===== config.mk =====
export PLATFORM = sky130hd
export DESIGN_NAME = dpp_table_arbiter
export DESIGN_NICKNAME = d
export VERILOG_FILES = /design/src/rtl/dpp_table_arbiter.sv
export SDC_FILE = /design/constraint.sdc
export NUM_CORES = 1
export LEC_CHECK = 0
export CAP_MARGIN = 30
export CORE_MARGIN = 2
export CORE_UTILIZATION = 50
export DETAILED_ROUTE_END_ITERATION = 16
export PLACE_DENSITY = 0.7
export SKIP_CTS_REPAIR_TIMING = 1
export SYNTH_ARGS = -nofsm -noshare
export SYNTH_HDL_FRONTEND = slang
export SYNTH_SLANG_ARGS = --single-unit

===== constraint.sdc =====
create_clock -name clk -period 7.89 [get_ports clk]
set_input_delay 1.1835 -clock clk [delete_from_list [all_inputs] [get_ports clk]]
set_output_delay 1.1835 -clock clk [all_outputs]
set_load 0.1 [all_outputs]

===== src/rtl/dpp_table_arbiter.sv =====
// Dining-philosophers table controller: arbitrates NUM_PHILO philosophers over
// NUM_PHILO shared forks with round-robin fairness and starvation priority.
module dpp_table_arbiter #(
  parameter int NUM_PHILO    = 5,
  parameter int STARVE_LIMIT = 16,
  parameter int WAIT_W       = $clog2(STARVE_LIMIT + 1)
) (
  input  logic                 clk,
  input  logic                 reset_n,
  input  logic [NUM_PHILO-1:0] hungry_i,
  input  logic [NUM_PHILO-1:0] done_i,
  input  logic                 clear_err_i,
  output logic [NUM_PHILO-1:0] eat_o,
  output logic [NUM_PHILO-1:0] eating_o,
  output logic [NUM_PHILO-1:0] fork_busy_o,
  output logic [NUM_PHILO-1:0] starving_o,
  output logic                 protocol_err_o
);

  localparam int unsigned          NP    = NUM_PHILO;
  localparam int                   PTR_W = $clog2(NUM_PHILO);
  localparam logic [NUM_PHILO-1:0] ONE   = NUM_PHILO'(1);

  typedef enum logic [1:0] {
    HUNGRY   = 2'd0,
    THINKING = 2'd1,
    EATING   = 2'd2
  } phil_state_e;

  phil_state_e          r_state   [NUM_PHILO];
  phil_state_e          w_state_nx[NUM_PHILO];
  logic [WAIT_W-1:0]    r_wait    [NUM_PHILO];
  logic [WAIT_W-1:0]    w_wait_nx [NUM_PHILO];
  logic [PTR_W-1:0]     r_rr, w_rr_nx;
  logic [NUM_PHILO-1:0] r_eat, w_eat_nx;
  logic                 r_err, w_err_nx;

  logic [NUM_PHILO-1:0] w_hungry, w_eating, w_starving;
  logic [NUM_PHILO-1:0] w_fork_busy, w_reserved;
  logic [NUM_PHILO-1:0] w_cand_hi, w_cand_lo, w_pick, w_grant;
  logic [PTR_W-1:0]     w_win;
  logic                 w_win_valid;

  // Left fork i plus right fork (i+1) mod N.
  function automatic logic [NUM_PHILO-1:0] fork_mask(input int unsigned i);
    fork_mask = (ONE << i) | ((i == NP - 1) ? ONE : (ONE << (i + 1)));
  endfunction

  always_comb begin
    w_hungry    = '0;
    w_eating    = '0;
    w_starving  = '0;
    w_fork_busy = '0;
    w_reserved  = '0;
    w_cand_hi   = '0;
    w_cand_lo   = '0;
    for (int unsigned i = 0; i < NP; i++) begin
      w_hungry[i]   = (r_state[i] == HUNGRY);
      w_eating[i]   = (r_state[i] == EATING);
      w_starving[i] = w_hungry[i] && (r_wait[i] == WAIT_W'(STARVE_LIMIT));
      if (w_eating[i])   w_fork_busy = w_fork_busy | fork_mask(i);
      if (w_starving[i]) w_reserved  = w_reserved  | fork_mask(i);
    end
    // Starving philosophers ignore reservations so adjacent starvers cannot deadlock.
    for (int unsigned i = 0; i < NP; i++) begin
      w_cand_hi[i] = w_starving[i] && ((fork_mask(i) & w_fork_busy) == '0);
      w_cand_lo[i] = w_hungry[i] && !w_starving[i] &&
                     ((fork_mask(i) & (w_fork_busy | w_reserved)) == '0);
    end
  end

  always_comb begin
    int unsigned v_idx;
    v_idx       = 0;
    w_win       = '0;
    w_win_valid = 1'b0;
    w_pick      = (|w_cand_hi) ? w_cand_hi : w_cand_lo;
    for (int unsigned k = 0; k < NP; k++) begin
      v_idx = int'(r_rr) + k;
      if (v_idx >= NP) v_idx = v_idx - NP;
      if (!w_win_valid && w_pick[v_idx]) begin
        w_win_valid = 1'b1;
        w_win       = PTR_W'(v_idx);
      end
    end
    w_grant = w_win_valid ? (ONE << w_win) : '0;
  end

  always_comb begin
    w_state_nx = r_state;
    w_wait_nx  = r_wait;
    w_rr_nx    = r_rr;
    w_eat_nx   = w_grant;
    w_err_nx   = r_err & ~clear_err_i;
    if (w_win_valid)
      w_rr_nx = (w_win == PTR_W'(NP - 1)) ? '0 : w_win + 1'b1;
    for (int unsigned i = 0; i < NP; i++) begin
      // done_i shadows hungry_i; illegal pulses only raise the error flag.
      if ((done_i[i] && r_state[i] != EATING) ||
          (hungry_i[i] && !done_i[i] && r_state[i] != THINKING))
        w_err_nx = 1'b1;
      case (r_state[i])
        HUNGRY: begin
          if (w_grant[i]) begin
            w_state_nx[i] = EATING;
            w_wait_nx[i]  = '0;
          end else if (r_wait[i] != WAIT_W'(STARVE_LIMIT)) begin
            w_wait_nx[i]  = r_wait[i] + 1'b1;
          end
        end
        EATING: begin
          if (done_i[i]) w_state_nx[i] = THINKING;
        end
        default: begin
          if (hungry_i[i] && !done_i[i]) begin
            w_state_nx[i] = HUNGRY;
            w_wait_nx[i]  = '0;
          end
        end
      endcase
    end
  end

  always_ff @(posedge clk or negedge reset_n) begin
    if (!reset_n) begin
      for (int unsigned i = 0; i < NP; i++) begin
        r_state[i] <= THINKING;
        r_wait[i]  <= '0;
      end
      r_rr  <= '0;
      r_eat <= '0;
      r_err <= 1'b0;
    end else begin
      r_state <= w_state_nx;
      r_wait  <= w_wait_nx;
      r_rr    <= w_rr_nx;
      r_eat   <= w_eat_nx;
      r_err   <= w_err_nx;
    end
  end

  assign eat_o          = r_eat;
  assign eating_o       = w_eating;
  assign fork_busy_o    = w_fork_busy;
  assign starving_o     = w_starving;
  assign protocol_err_o = r_err;

endmodule

Word level (Yosys, flattened, before mapping)
Cells that the tools add are included.
{"block": "classes", "add_sub_neg": 15, "n_reduce_logical": 94, "magnitude_cmp": 10, "n_shift": 1, "bitwise_logic": 8, "eq_ne": 41, "muxes": 83}
{"op": "less-than comparator 32 x 4 -> 1 bit (second input constant)", "count": 5}
{"op": "two-way mux 32 bit", "count": 5}
{"op": "two-way mux 5 bit", "count": 21}
{"op": "zero test 5 bit", "count": 10}
{"op": "one-hot mux 5 bit (2 select lines)", "count": 5}
{"op": "logical AND 1 bit", "count": 39}
{"op": "two-way mux 2 bit", "count": 17}
{"op": "!= test 2 bit (second input constant)", "count": 15}
{"op": "AND reduction 3 bit", "count": 10}
{"op": "adder 5 x 1 -> 5 bit (second input constant)", "count": 5}
{"op": "equality test 5 bit (second input constant)", "count": 5}
{"op": "!= test 5 bit (second input constant)", "count": 5}
{"op": "two-way mux 3 bit", "count": 8}
{"op": "one-hot mux 2 bit (2 select lines)", "count": 5}
{"op": "subtractor 4 x 3 -> 5 bit (second input constant)", "count": 4}
{"op": "greater-or-equal comparator 4 x 3 -> 1 bit (second input constant)", "count": 4}
{"op": "binary-select mux 1 bit (select 3 bit)", "count": 5}
{"op": "two-way mux 1 bit", "count": 15}
{"op": "!= test 3 x 2 -> 1 bit (second input constant)", "count": 5}
{"op": "nonzero test 3 bit", "count": 5}
{"op": "zero test 1 bit", "count": 14}
{"op": "equality test 2 bit (second input constant)", "count": 5}
{"op": "zero test 2 bit", "count": 5}
{"op": "!= test 2 x 1 -> 1 bit (second input constant)", "count": 5}
{"op": "15 further kinds", "count": 30}
{"block": "totals", "input_bits": 13, "register_bits": 44, "elab_cells": 265, "output_inout_bits": 21}

Logic depth before layout (Yosys ltp)
Gate-level depths: netlist of run 1.
{"block": "logic_depth", "word_depth": 30, "ltp_mapped": 21}

Worst setup path after synthesis of run 1
Ideal clock, no wire load.
{"block": "synth_timing", "path_type": "register to register", "start": "reg r_state[2] (netlist name)", "end": "reg r_wait[8] (netlist name)", "setup_ps": 82, "required_ps": 7808, "t_arrival_ps": 4473, "stages_incl_launch_ff": 18, "n_path_buf": 1, "slack_ps": 3335, "cell_sequence": "dfstp_2 buf_2 nand2b_1 nand2_1 or3_4 and4b_4 nor3_2 o211ai_2 nor4b_4 and2_1 mux2i_1 o21ai_0 inv_1 ha_1 ha_1 a21oi_2 a41oi_1 a31oi_1"}
{"element": "start, declared", "line_no": "30", "text": "phil_state_e r_state [NUM_PHILO];"}
{"element": "start signal, assigned", "line_no": "134", "text": "r_state <= w_state_nx;"}
{"element": "equality test 2 bit *", "line_no": "59", "text": "w_eating[i] = (r_state[i] == EATING);"}
{"element": "two-way mux 5 bit * (2 in a row)", "line_no": "61", "text": "if (w_eating[i]) w_fork_busy = w_fork_busy | fork_mask(i);"}
{"element": "via fork_busy_o[4]", "line_no": "15", "text": "output logic [NUM_PHILO-1:0] fork_busy_o,"}
{"element": "zero test 5 bit or bitwise OR 5 bit (tied branches)", "line_no": "66, 68"}
{"element": "logical AND 1 bit or zero test 5 bit (tied branches)", "line_no": "66, 68"}
{"element": "OR reduction 5 bit or logical AND 1 bit (tied branches)", "line_no": "77, 67"}
{"element": "two-way mux 5 bit *", "line_no": "77", "text": "w_pick = (|w_cand_hi) ? w_cand_hi : w_cand_lo;"}
{"element": "binary-select mux 1 bit (select 3 bit)", "line_no": "81", "text": "if (!w_win_valid && w_pick[v_idx]) begin"}
{"element": "[... 10 more ...]"}
{"element": "two-way mux 1 bit", "line_no": "81"}
{"element": "zero test 1 bit", "line_no": "81"}
{"element": "logical AND 1 bit", "line_no": "81"}
{"element": "two-way mux 3 bit", "line_no": "81"}
{"element": "<< shifter 1 x 3 -> 5 bit", "line_no": "86", "text": "w_grant = w_win_valid ? (ONE << w_win) : '0;"}
{"element": "two-way mux 5 bit *", "line_no": "86"}
{"element": "!= test 3 x 2 -> 1 bit (no source line) or two-way mux 5 bit (tied branches)"}
{"element": "AND reduction 3 bit (no source line) or one-hot mux 5 bit (2 select lines) (tied branches)"}
{"element": "end signal, assigned", "line_no": "135", "text": "r_wait <= w_wait_nx;"}
{"element": "end, declared", "line_no": "32", "text": "logic [WAIT_W-1:0] r_wait [NUM_PHILO];"}
The timed path passes the listed nets; every way through them passes the cells marked *. The select of a mux whose other input is x is not followed.
A chain may end at the register's enable or synchronous reset.

Worst setup path in the final report of run 1
{"block": "layout_timing", "start": "reg r_rr[0]", "end": "reg r_wait[8] (netlist name)"}
{"block": "layout_via", "elab_chain_cells": 21}
{"element": "start, declared", "line_no": "34", "text": "logic [PTR_W-1:0] r_rr, w_rr_nx;"}
{"element": "start signal, assigned", "line_no": "136", "text": "r_rr <= w_rr_nx;"}
{"element": "branches (longest 18 deep; another with subtractor 4 x 3 -> 5 bit)"}
{"element": "two-way mux 5 bit *", "line_no": "86"}
{"element": "!= test 3 x 2 -> 1 bit (no source line) or two-way mux 5 bit (tied branches)"}
{"element": "AND reduction 3 bit (no source line) or one-hot mux 5 bit (2 select lines) (tied branches)"}
Mark *: on every way between the ends. The select of a mux whose other input is x is not followed.

==> results of run 1 <==
-- cell usage in the layout, fill, tap and decap left out, types with 4 or more instances in the layout --
cell type and n:
sky130_fd_sc_hd__a21o_1 4, sky130_fd_sc_hd__nand3_1 20, sky130_fd_sc_hd__nor2b_1 8, sky130_fd_sc_hd__dfstp_2 5
sky130_fd_sc_hd__nor2_2 4, sky130_fd_sc_hd__nor2_1 31, sky130_fd_sc_hd__inv_2 4, sky130_fd_sc_hd__and3_1 7
sky130_fd_sc_hd__and2_1 8, sky130_fd_sc_hd__a31oi_1 4, sky130_fd_sc_hd__nor3_1 17, sky130_fd_sc_hd__inv_1 36
sky130_fd_sc_hd__o22ai_1 7, sky130_fd_sc_hd__and4bb_2 4, sky130_fd_sc_hd__xnor2_1 4, sky130_fd_sc_hd__ha_1 27
sky130_fd_sc_hd__clkbuf_8 5, sky130_fd_sc_hd__or3_1 8, sky130_fd_sc_hd__dfrtp_1 39, sky130_fd_sc_hd__a211oi_1 6
sky130_fd_sc_hd__mux2i_1 6, sky130_fd_sc_hd__clkdlybuf4s50_1 32, sky130_fd_sc_hd__a22o_1 6, sky130_fd_sc_hd__nor4_1 4
sky130_fd_sc_hd__a32o_1 5, sky130_fd_sc_hd__o21ai_0 32, sky130_fd_sc_hd__a21oi_1 22, sky130_fd_sc_hd__nand2b_1 13
sky130_fd_sc_hd__nand2_1 58, sky130_fd_sc_hd__nand4_1 4
-- synthesized netlist by cell type (4+ instances only) --
| master | number | area, sq um |
|---|---|---|
| sky130_fd_sc_hd__dfrtp_1 | 39 | 975.9 |
| sky130_fd_sc_hd__nand2b_1 | 13 | 81.33 |
| sky130_fd_sc_hd__clkbuf_1 | 6 | 22.52 |
| sky130_fd_sc_hd__nor4_1 | 4 | 25.02 |
| sky130_fd_sc_hd__a32o_1 | 5 | 50.05 |
| sky130_fd_sc_hd__o21ai_0 | 32 | 160.2 |
| sky130_fd_sc_hd__nor3_1 | 17 | 85.08 |
| sky130_fd_sc_hd__ha_1 | 27 | 337.8 |
| sky130_fd_sc_hd__nor2_2 | 4 | 25.02 |
| sky130_fd_sc_hd__inv_2 | 4 | 15.01 |
| sky130_fd_sc_hd__mux2i_1 | 6 | 60.06 |
| sky130_fd_sc_hd__or3_1 | 8 | 50.05 |
| sky130_fd_sc_hd__and3_1 | 7 | 43.79 |
| sky130_fd_sc_hd__nand3_1 | 20 | 100.1 |
| sky130_fd_sc_hd__a211oi_1 | 6 | 45.04 |
| sky130_fd_sc_hd__a21o_1 | 4 | 30.03 |
| sky130_fd_sc_hd__nand4_1 | 4 | 25.02 |
| sky130_fd_sc_hd__buf_4 | 5 | 37.54 |
| sky130_fd_sc_hd__nor2b_1 | 8 | 50.05 |
| sky130_fd_sc_hd__nand2_1 | 58 | 217.7 |
| sky130_fd_sc_hd__o22ai_1 | 7 | 43.79 |
| sky130_fd_sc_hd__and2_1 | 8 | 50.05 |
| sky130_fd_sc_hd__a21oi_1 | 22 | 110.1 |
| sky130_fd_sc_hd__and4bb_2 | 4 | 50.05 |
| sky130_fd_sc_hd__inv_1 | 36 | 135.1 |
| sky130_fd_sc_hd__nor2_1 | 31 | 116.4 |
| sky130_fd_sc_hd__a22o_1 | 6 | 52.55 |
| sky130_fd_sc_hd__dfstp_2 | 5 | 131.4 |
| sky130_fd_sc_hd__xnor2_1 | 4 | 35.03 |
| sky130_fd_sc_hd__a31oi_1 | 4 | 25.02 |
-- metrics by stage --
stage | area (sq um) | setup slack [ns]
floorplan | 4031 | 3.335
global placement | 4394 | 3.022
detailed placement | 4414 | 2.811
CTS | 4522 | 2.803
global route | 4522 | 2.147
finish | 4522 | 2.721
-- routing by layer --
layer | part of all wire [%] | up-vias
li1 | - | 1826
met1 | 46 | 1793
met2 | 47 | 103
met3 | 6.0 | 6
met4 | 0.47 | 0
met5 | 0 | -
-- worst paths after layout --
path / slack [ns] / cells past startpoint / end / start
min in group asynchronous: 0.80 / 1 / r_wait[7] / reset_n
worst max register to register: 2.72 / 18 / r_wait[8] / r_rr[0]
max in group asynchronous: 6.52 / 2 / r_state[0] / reset_n
worst min register to register: 0.53 / 1 / r_wait[16] / r_wait[16]
worst min-delay path: 0.53 / 1 / r_wait[16] / r_wait[16]
worst max-delay path: 2.72 / 18 / r_wait[8] / r_rr[0]
-- cell type report --
class | count | area (sq um)
clock buffer | 6 | 72.57
clock inverter | 2 | 35.03
fill | 755 | 3246
inverter | 40 | 150.1
multi-input combinational | 389 | 2684
sequential | 44 | 1107
tap | 102 | 127.6
timing repair buffer | 34 | 345.3
-- worst max-delay path, stage by stage, from the launching register on --
cell,delay (ns)
sky130_fd_sc_hd__dfrtp_1,0.81
sky130_fd_sc_hd__inv_2,0.22
sky130_fd_sc_hd__ha_1,0.53
sky130_fd_sc_hd__nor3_1,0.09
sky130_fd_sc_hd__mux2_2,0.30
sky130_fd_sc_hd__a2111oi_0,0.39
sky130_fd_sc_hd__nor2_1,0.13
sky130_fd_sc_hd__or3_1,0.32
sky130_fd_sc_hd__and4_4,0.22
sky130_fd_sc_hd__nor3b_1,0.14
sky130_fd_sc_hd__o31ai_1,0.27
sky130_fd_sc_hd__mux2i_1,0.11
sky130_fd_sc_hd__o21ai_0,0.38
sky130_fd_sc_hd__inv_1,0.12
sky130_fd_sc_hd__ha_1,0.22
sky130_fd_sc_hd__ha_1,0.23
sky130_fd_sc_hd__a21oi_2,0.30
sky130_fd_sc_hd__a41oi_1,0.16
sky130_fd_sc_hd__a31oi_1,0.17
-- logic make-up after synthesis --
| logic type | Yosys count |
|---|---|
| AO/OA/AOI/OAI | 134 |
| XOR/XNOR | 6 |
| adder cells (fa/ha/maj) | 27 |
| buffers and inverters | 56 |
| flip-flops | 44 |
| multiplexers | 8 |
| AND/OR/NAND/NOR | 214 |
-- state kept, by name, indices dropped and copies added, names as in the netlist --
signal,flops
r_state,10
protocol_err_o,1
r_wait,25
eat_o,5
r_rr,3
==> results.tsv, run 1 <==
stage	metric	value	unit
clocking	clock slew seen by the registers of the worst setup and hold paths	0.08	ns
global_route	grt ovf	0	
cells_and_area	Final Net Count	554	
setup_path	capturing element type of the critical path	flip-flop	
logic_synthesis	number of flops mapped to enable cells by yosys	0	
clocking	CTS sink cnt	44	
drt	remaining design rule violation count	0	
timing	number of hold violations in the final report	0	
cells_and_area	final std cells w/o fill	617	
timing	final sum of negative setup slack	0	ns
placement	Routability Congestion	0.9360	
logic_synthesis	flops & latches, synth	44	
logic_synthesis	cell area after synthesis	0.004031	sq mm
logic_synthesis	mean area per synthesized cell	8.244	sq um
floorplanning	height of the chip	93.79	um
floorplanning	Boundary Pins	34	
hold_path	hold crit path type	flip-flop to flip-flop	
drt	Initial DRC Count	251	
timing	pin slew with the least headroom to its limit	1.001	ns
global_route	grt peak-use layer	met2	
global_route	met1 Track Usage GR	34.10	%
setup_path	worst endpoint data arrival time	5.38	ns
timing	relative slew slack	33.05	%
setup_path	largest fanout on the critical path	23	
timing	final setup vio count	0	
clocking	buffer levels on the longest clock path	2	
cells_and_area	diode insertion count for antenna repair	0	
drt	ANT nets after route	0	
timing	RSZ-0062 raised after global routing	false	
timing	minimum clock period after layout	5.169	ns
floorplanning	area of the die	0.008797	sq mm
clocking	Clock H-tree levels	2	
logic_synthesis	post-synthesis mux area share	2.048	%
logic_synthesis	fraction of synthesized cell area in xor and xnor cells	1.304	%
logic_synthesis	adder and majority gate portion of the synthesized area	8.380	%
logic_synthesis	post-synthesis compound-gate area fraction	23.90	%
global_route	via count of the first global-routing pass	3640	
drt	via total after detailed routing	3728	
logic_synthesis	largest family of logic cells by synthesized area	simple AND/OR/NAND/NOR gates	
logic_synthesis	Syn. warnings	0	
clocking	cell at the root of the clock tree	sky130_fd_sc_hd__clkbuf_8	
logic_synthesis	simple-gate portion of the synthesized area	30.94	%
setup_path	WS Path Type	flip-flop to flip-flop	
timing	final critical-path share of the clock period	65.51	%
logic_synthesis	most frequently used flop master after synthesis	sky130_fd_sc_hd__dfrtp_1	
cells_and_area	layout cell share with drive strength beyond 1	11.65	%
clocking	CTS buffer count	5	
cells_and_area	post-layout utilization of the core	58.22	%
logic_synthesis	post-synthesis cell type count	82	
global_route	GRT met3 Usage	4.013	%
logic_synthesis	share of the yosys chip area belonging to registers	27.47	%
clocking	worst-skew pair later-pin latency	0.30	ns
setup_path	CP startpoint kind	flip-flop	
floorplanning	site row count	32	
logic_synthesis	post-synthesis instance total	489	
global_route	met2 track utilization from global routing	39.05	%
placement	placed insts	609	
timing	Max Freq	193.5	MHz
logic_synthesis	share of flip-flops with an asynchronous set or reset	100.0	%
placement	Buffers on Ports	33	
run_status	outcome	complete, no violations	
placement	DPL Wire Length	7990	um
drt	Total Routed Length	10190	um
logic_synthesis	synthesized net count	529	
global_route	first-pass GRT wire length	17230	um
drt	average via count per standard cell	6.042	
clocking	clock tree from TritonCTS	done	
drt	drt wl/cell	16.52	um
global_route	combined global-route utilization of all metal layers	24.23	%
timing	skew final	0.008551	ns
drt	Pre-Repair DR Iteration Count	6	
floorplanning	initial standard-cell utilization of the core	51.90	%
run	number of max-cap violations	0	
cells_and_area	area grow syn2layout	12.17	%
timing	Worst Hold Slack	0.5346	ns
timing	number of max-slew violations in the final report	0	
global_route	antenna violations before repair	0	
global_route	largest net degree at the start of global routing	32	
floorplanning	placeable core area	0.007767	sq mm
floorplanning	width of the die	93.79	um
setup_path	required time worst endpoint	8.11	ns
Power of run 1 is not shown: default switching activity piles up to over one toggle a cycle in this logic, so the estimate is an artifact.
==> run 2, diff against run 1 <==
==> constraint.sdc (replaced) <==
create_clock -name clk -period 4.82 [get_ports clk]
set_input_delay 0.723 -clock clk [delete_from_list [all_inputs] [get_ports clk]]
set_output_delay 0.723 -clock clk [all_outputs]
set_load 0.1 [all_outputs]
==> results.tsv, run 2 (synthesized netlist as in run 1, its figures left out) <==
stage	metric	value	unit	change
global_route	antenna violations before repair	0		unchanged
cells_and_area	flip-flop count of the largest register after layout	25		unchanged
cells_and_area	area occupied by registers	0.001109	sq mm	+0.11%
clocking	CTS buffer count	5		unchanged
clocking	Clock H-tree levels	2		unchanged
global_route	combined global-route utilization of all metal layers	24.25	%	+0.025 points
cells_and_area	Largest Register	r_wait		
drt	Initial DRC Count	285		+14%
timing	final critical-path share of the clock period	92.97	%	+27 points
timing	skew final	0.005631	ns	-0.002921 ns
drt	remaining design rule violation count	0		unchanged
floorplanning	placeable core area	0.007767	sq mm	unchanged
clocking	worst-skew pair later-pin latency	0.30	ns	about the same
setup_path	CP startpoint kind	flip-flop		
setup_path	largest fanout on the critical path	12		-48%
cells_and_area	final std cell area, no fill	0.004562	sq mm	+0.89%
clocking	cell at the root of the clock tree	sky130_fd_sc_hd__clkbuf_8		
drt	drt wl/cell	16.45	um	-0.43%
setup_path	WS Path Type	flip-flop to flip-flop		
global_route	met2 track utilization from global routing	39.64	%	+0.60 points
timing	pin slew with the least headroom to its limit	0.9785	ns	-0.02257 ns
timing	PnR worst setup slack	0.3391	ns	-2.382 ns
cells_and_area	Final Net Count	559		+0.90%
placement	DPL Wire Length	7877	um	-1.4%
setup_path	crit-path cells	buf_4 > ha_1 > nor2b_1 > mux2_2 > a2111oi_0 > nor2_1 > or3_1 > and4_4 > nor3b_1 > o31ai_1 > mux2i_1 > o21ai_0 > buf_4 > ha_1 > nor3b_4 > o31ai_1 > a22o_1		
clocking	clock slew seen by the registers of the worst setup and hold paths	0.08	ns	about the same
drt	average via count per standard cell	6.072		+0.50%
floorplanning	height of the chip	93.79	um	unchanged
drt	ANT nets after route	0		unchanged
placement	Routability Congestion	0.9987		+6.7%
global_route	grt ovf	0		unchanged
run_status	outcome	complete, no violations		
cells_and_area	Multi-input gate area	0.002698	sq mm	+0.51%
drt	via total after detailed routing	3777		+1.3%
floorplanning	initial standard-cell utilization of the core	51.90	%	unchanged
run	number of max-cap violations	0		unchanged
timing	number of max-slew violations in the final report	0		unchanged
setup_path	required time worst endpoint	5.01	ns	-3.10 ns
setup_path	cell type of the slowest stage on the worst timing path	sky130_fd_sc_hd__dfrtp_1		
cells_and_area	area grow syn2layout	13.16	%	
setup_path	worst endpoint data arrival time	4.67	ns	-0.71 ns
setup_path	delay of the slowest cell on the worst path	0.46	ns	-0.35 ns
timing	final setup vio count	0		unchanged
floorplanning	site row count	32		unchanged
global_route	met1 Track Usage GR	33.79	%	-0.32 points
cells_and_area	most common cell after layout, fill and taps aside	sky130_fd_sc_hd__nand2_1		
clocking	buffer levels on the longest clock path	2		unchanged
global_route	largest net degree at the start of global routing	45		+41%
cells_and_area	highest-count cells in the layout ignoring fill and taps	sky130_fd_sc_hd__nand2_1 (58), sky130_fd_sc_hd__dfrtp_1 (38), sky130_fd_sc_hd__inv_1 (36), sky130_fd_sc_hd__o21ai_0 (32), sky130_fd_sc_hd__clkdlybuf4s50_1 (32)		
floorplanning	Boundary Pins	34		unchanged
hold_path	hold crit path type	primary input to asynchronous set/reset pin		
cells_and_area	diode insertion count for antenna repair	0		unchanged
timing	number of hold violations in the final report	0		unchanged
drt	Total Routed Length	10230	um	+0.37%
placement	instance area at placement	0.004439	sq mm	+0.57%
timing	relative slew slack	34.56	%	+1.5 points
clocking	clock tree from TritonCTS	done		
timing	Max Freq	223.2	MHz	+15%
floorplanning	area of the die	0.008797	sq mm	unchanged
global_route	via count of the first global-routing pass	3596		-1.2%
global_route	grt peak-use layer	met2		
setup_path	capturing element type of the critical path	flip-flop		
timing	minimum clock period after layout	4.481	ns	-0.6881 ns
global_route	GRT met3 Usage	3.210	%	-0.80 points
clocking	CTS sink cnt	44		unchanged
cells_and_area	number of inserted filler cells in the final layout	718		-4.9%
cells_and_area	post-layout utilization of the core	58.73	%	+0.52 points
global_route	first-pass GRT wire length	17270	um	+0.24%
drt	Pre-Repair DR Iteration Count	5		-1
placement	Buffers on Ports	33		unchanged
placement	worst slack, placed	0.3563	ns	-2.455 ns
cells_and_area	layout cell share with drive strength beyond 1	13.08	%	+1.4 points
floorplanning	width of the die	93.79	um	unchanged
## run 2: changes by cell type in the layout (fill, tap and decap cells not counted), sizes merged
cell / before / now
buf: 2 / 7
## run 2: path summary, 6_finish.rpt
kind / slack, ns / cells past startpoint / end / from
max: 0.34 / 17 / r_wait[20] / r_rr[1]
max reg2reg: 0.34 / 17 / r_wait[20] / r_rr[1]
min reg2reg: 0.51 / 1 / r_wait[8] / r_wait[8]
min: 0.49 / 2 / r_wait[5] / reset_n
min in group clk: 0.51 / 1 / r_wait[8] / r_wait[8]
max in group asynchronous: 3.91 / 2 / r_rr[0] / reset_n
## run 2: stage by stage
step           std cells    TNS [ns]  hold slack, ns
4_1_cts              622           0          0.5129
2_1_floorplan        489           0          0.4274
3_3_place_gp         614           0          0.4931
6_report             622           0          0.4864
5_1_grt              622  -0.0001954          0.5571
3_5_place_dp         614           0          0.5016
## run 2: final cells by class
type,count,share of cell area (%)
clock buffer,6,1.591
clock inverter,2,0.7680
inverter,40,3.291
multi-input combinational,389,59.13
sequential,44,24.30
tap,102,2.798
timing repair buffer,39,8.118
## run 2: critical path, delay by kind of cell, from the launching register on
family	cells	cell delay (ns)
buffers and inverters	2	0.36
multiplexers	2	0.39
adder cells (fa/ha/maj)	2	0.50
AO/OA/AOI/OAI	5	1.35
flip-flops	1	0.46
AND/OR/NAND/NOR	6	1.33
## run 2: metal layers
metal  wire [um]  vias to the layer above  part of all wire [%]
met4          99                        0                  0.97
met3         499                       12                   4.9
li1            -                     1835                     -
met2        4761                      114                    47
met5           0                        -                     0
met1        4869                     1816                    48
Power of run 2 is left out for the same reason.
==> run 3, diff against run 2 <==
--- a/config.mk
+++ b/config.mk
@@ -7,9 +7,10 @@
 export LEC_CHECK = 0
 export CAP_MARGIN = 30
 export CORE_MARGIN = 2
-export CORE_UTILIZATION = 50
+export CORE_UTILIZATION = 53
 export DETAILED_ROUTE_END_ITERATION = 16
-export PLACE_DENSITY = 0.7
+export GPL_TIMING_DRIVEN = 0
+export PLACE_DENSITY = 0.74
 export SKIP_CTS_REPAIR_TIMING = 1
 export SYNTH_ARGS = -nofsm -noshare
 export SYNTH_HDL_FRONTEND = slang
==> results.tsv, run 3 (synthesized netlist as in run 1, its figures left out) <==
stage	metric	value	unit	change
global_route	antenna violations before repair	0		unchanged
setup_path	capture instance of the worst register-to-register path	r_wait[8]		
setup_path	delay of the slowest cell on the worst path	0.47	ns	about the same
drt	Initial DRC Count	273		-4.2%
setup_path	path length in cells of the critical path	19		+2
cells_and_area	number of inserted filler cells in the final layout	664		-7.5%
clocking	clock slew seen by the registers of the worst setup and hold paths	0.09	ns	about the same
drt	average via count per standard cell	6.046		-0.44%
setup_path	most common cell type on the critical path	sky130_fd_sc_hd__ha_1		
drt	wire length on met1	4770	um	-2.0%
floorplanning	initial standard-cell utilization of the core	55.28	%	+3.4 points
timing	pin slew with the least headroom to its limit	0.9918	ns	+0.01327 ns
drt	via total after detailed routing	3821		+1.2%
global_route	combined global-route utilization of all metal layers	24.41	%	+0.16 points
floorplanning	width of the die	91.22	um	-2.7%
setup_path	setup slack of the worst register-to-register path	0.32	ns	-0.02 ns
placement	instance area at placement	0.004501	sq mm	+1.4%
timing	number of max-slew violations in the final report	0		unchanged
floorplanning	height of the chip	91.22	um	-2.7%
clocking	clock tree from TritonCTS	done		
setup_path	capturing element type of the critical path	flip-flop		
drt	Total Routed Length	10250	um	+0.21%
drt	Pre-Repair DR Iteration Count	8		+3
cells_and_area	most common cell after layout, fill and taps aside	sky130_fd_sc_hd__nand2_1		
setup_path	WS Path Type	flip-flop to flip-flop		
timing	minimum clock period after layout	4.498	ns	+0.01718 ns
setup_path	cell type of the slowest stage on the worst timing path	sky130_fd_sc_hd__dfrtp_1		
setup_path	family of cells with the greatest summed delay on the critical path	compound AO/OA/AOI/OAI gates		
global_route	largest net degree at the start of global routing	39		-13%
global_route	first-pass GRT wire length	16710	um	-3.2%
clocking	cell at the root of the clock tree	sky130_fd_sc_hd__clkbuf_8		
timing	skew final	0.008924	ns	+0.003293 ns
clocking	buffer levels on the longest clock path	2		unchanged
floorplanning	site row count	31		-3.1%
drt	highest metal used	met4		
timing	final setup vio count	0		unchanged
cells_and_area	area grow syn2layout	15.98	%	
cells_and_area	diode insertion count for antenna repair	0		unchanged
cells_and_area	Largest Register	r_wait		
floorplanning	placeable core area	0.007292	sq mm	-6.1%
setup_path	Worst setup endpoint	r_wait[8]		
drt	ANT nets after route	0		unchanged
cells_and_area	flip-flop count of the largest register after layout	25		unchanged
clocking	CTS sink cnt	44		unchanged
cells_and_area	final std cell area, no fill	0.004676	sq mm	+2.5%
global_route	via count of the first global-routing pass	3583		-0.36%
timing	final critical-path share of the clock period	93.32	%	+0.36 points
hold_path	hold crit path type	primary input to asynchronous set/reset pin		
cells_and_area	Final Net Count	572		+2.3%
timing	number of hold violations in the final report	0		unchanged
setup_path	timing startpoint of the critical path	r_rr[2]		
timing	Max Freq	222.3	MHz	-0.38%
setup_path	largest fanout on the critical path	10		-2
setup_path	cell depth of the worst flop-to-flop path	19		+2
setup_path	CP bufs+invs	3		+1
floorplanning	area of the die	0.008320	sq mm	-5.4%
setup_path	crit-path cells	clkbuf_2 > inv_1 > ha_1 > nand2_1 > and3_1 > o21ai_0 > nand2_1 > o221ai_1 > nand4_1 > nor4b_4 > and2_1 > mux2i_1 > o21ai_2 > inv_1 > ha_1 > ha_1 > a21oi_4 > a41oi_1 > a31oi_1		
setup_path	CP startpoint kind	flip-flop		
setup_path	required time worst endpoint	5.04	ns	+0.03 ns
drt	drt wl/cell	16.22	um	-1.4%
placement	Routability Congestion	0.8635		-14%
placement	DPL Wire Length	7906	um	+0.37%
drt	Routed met3 length	555	um	+11%
run	number of max-cap violations	0		unchanged
global_route	grt ovf	0		unchanged
placement	Buffers on Ports	33		unchanged
timing	relative slew slack	33.67	%	-0.89 points
setup_path	worst endpoint data arrival time	4.72	ns	+0.05 ns
drt	remaining design rule violation count	0		unchanged
clocking	worst-skew pair later-pin latency	0.30	ns	about the same
floorplanning	Boundary Pins	34		unchanged
cells_and_area	highest-count cells in the layout ignoring fill and taps	sky130_fd_sc_hd__nand2_1 (58), sky130_fd_sc_hd__dfrtp_1 (38), sky130_fd_sc_hd__inv_1 (36), sky130_fd_sc_hd__clkdlybuf4s50_1 (32)		
clocking	CTS buffer count	5		unchanged
setup_path	r2r startpoint	r_rr[2]		
clocking	Clock H-tree levels	2		unchanged
run_status	outcome	complete, no violations		
drt	met2 wirelength from detailed routing	4712	um	-1.0%
cells_and_area	layout cell share with drive strength beyond 1	14.63	%	+1.6 points
-- run 3: changes by cell type in the layout (fill, tap and decap cells not counted), sizes merged --
cell    change
buf         +8
clkinv      -1
clkbuf      +5
bufinv      +1
-- run 3: cell type report --
| cell class | instances | area, sq um | share of cell area [%] |
|---|---|---|---|
| clock inverter | 2 | 60.06 | 1.284 |
| multi-input combinational | 389 | 2705 | 57.85 |
| sequential | 44 | 1109 | 23.71 |
| tap | 99 | 123.9 | 2.649 |
| inverter | 40 | 150.1 | 3.211 |
| timing repair buffer | 37 | 367.9 | 7.867 |
| buffer | 15 | 87.58 | 1.873 |
| clock buffer | 6 | 72.57 | 1.552 |
-- run 3: routing by layer --
layer,up-vias,global-route usage (%)
met2,126,38.95
met3,22,3.900
met4,0,7.449
met5,-,0
li1,1858,-
met1,1815,34.07
-- run 3: worst min-delay path by stage --
stage	depth (start not counted)	to
2_1_floorplan	0	eat_o[0]
3_3_place_gp	1	r_wait[8]
3_5_place_dp	1	r_wait[8]
4_1_cts	1	r_wait[8]
5_1_grt	1	r_wait[8]
6_report	1	r_wait[8]
-- run 3: through the flow --
| step | hold slack [ns] | util [%] | cells | setup TNS [ns] | setup slack [ns] |
|---|---|---|---|---|---|
| floorplan | 0.4274 | - | 489 | 0 | 0.2646 |
| global placement | 0.4988 | 61.51 | 621 | -1.925 | -0.2831 |
| detailed placement | 0.5124 | 61.72 | 622 | -2.220 | -0.3028 |
| CTS | 0.2552 | 63.54 | 630 | -2.946 | -0.3509 |
| global route | 0.2455 | 64.12 | 632 | -0.01799 | -0.01156 |
| finish | 0.2615 | 64.12 | 632 | 0 | 0.3219 |
Power of run 3 is left out for the same reason.
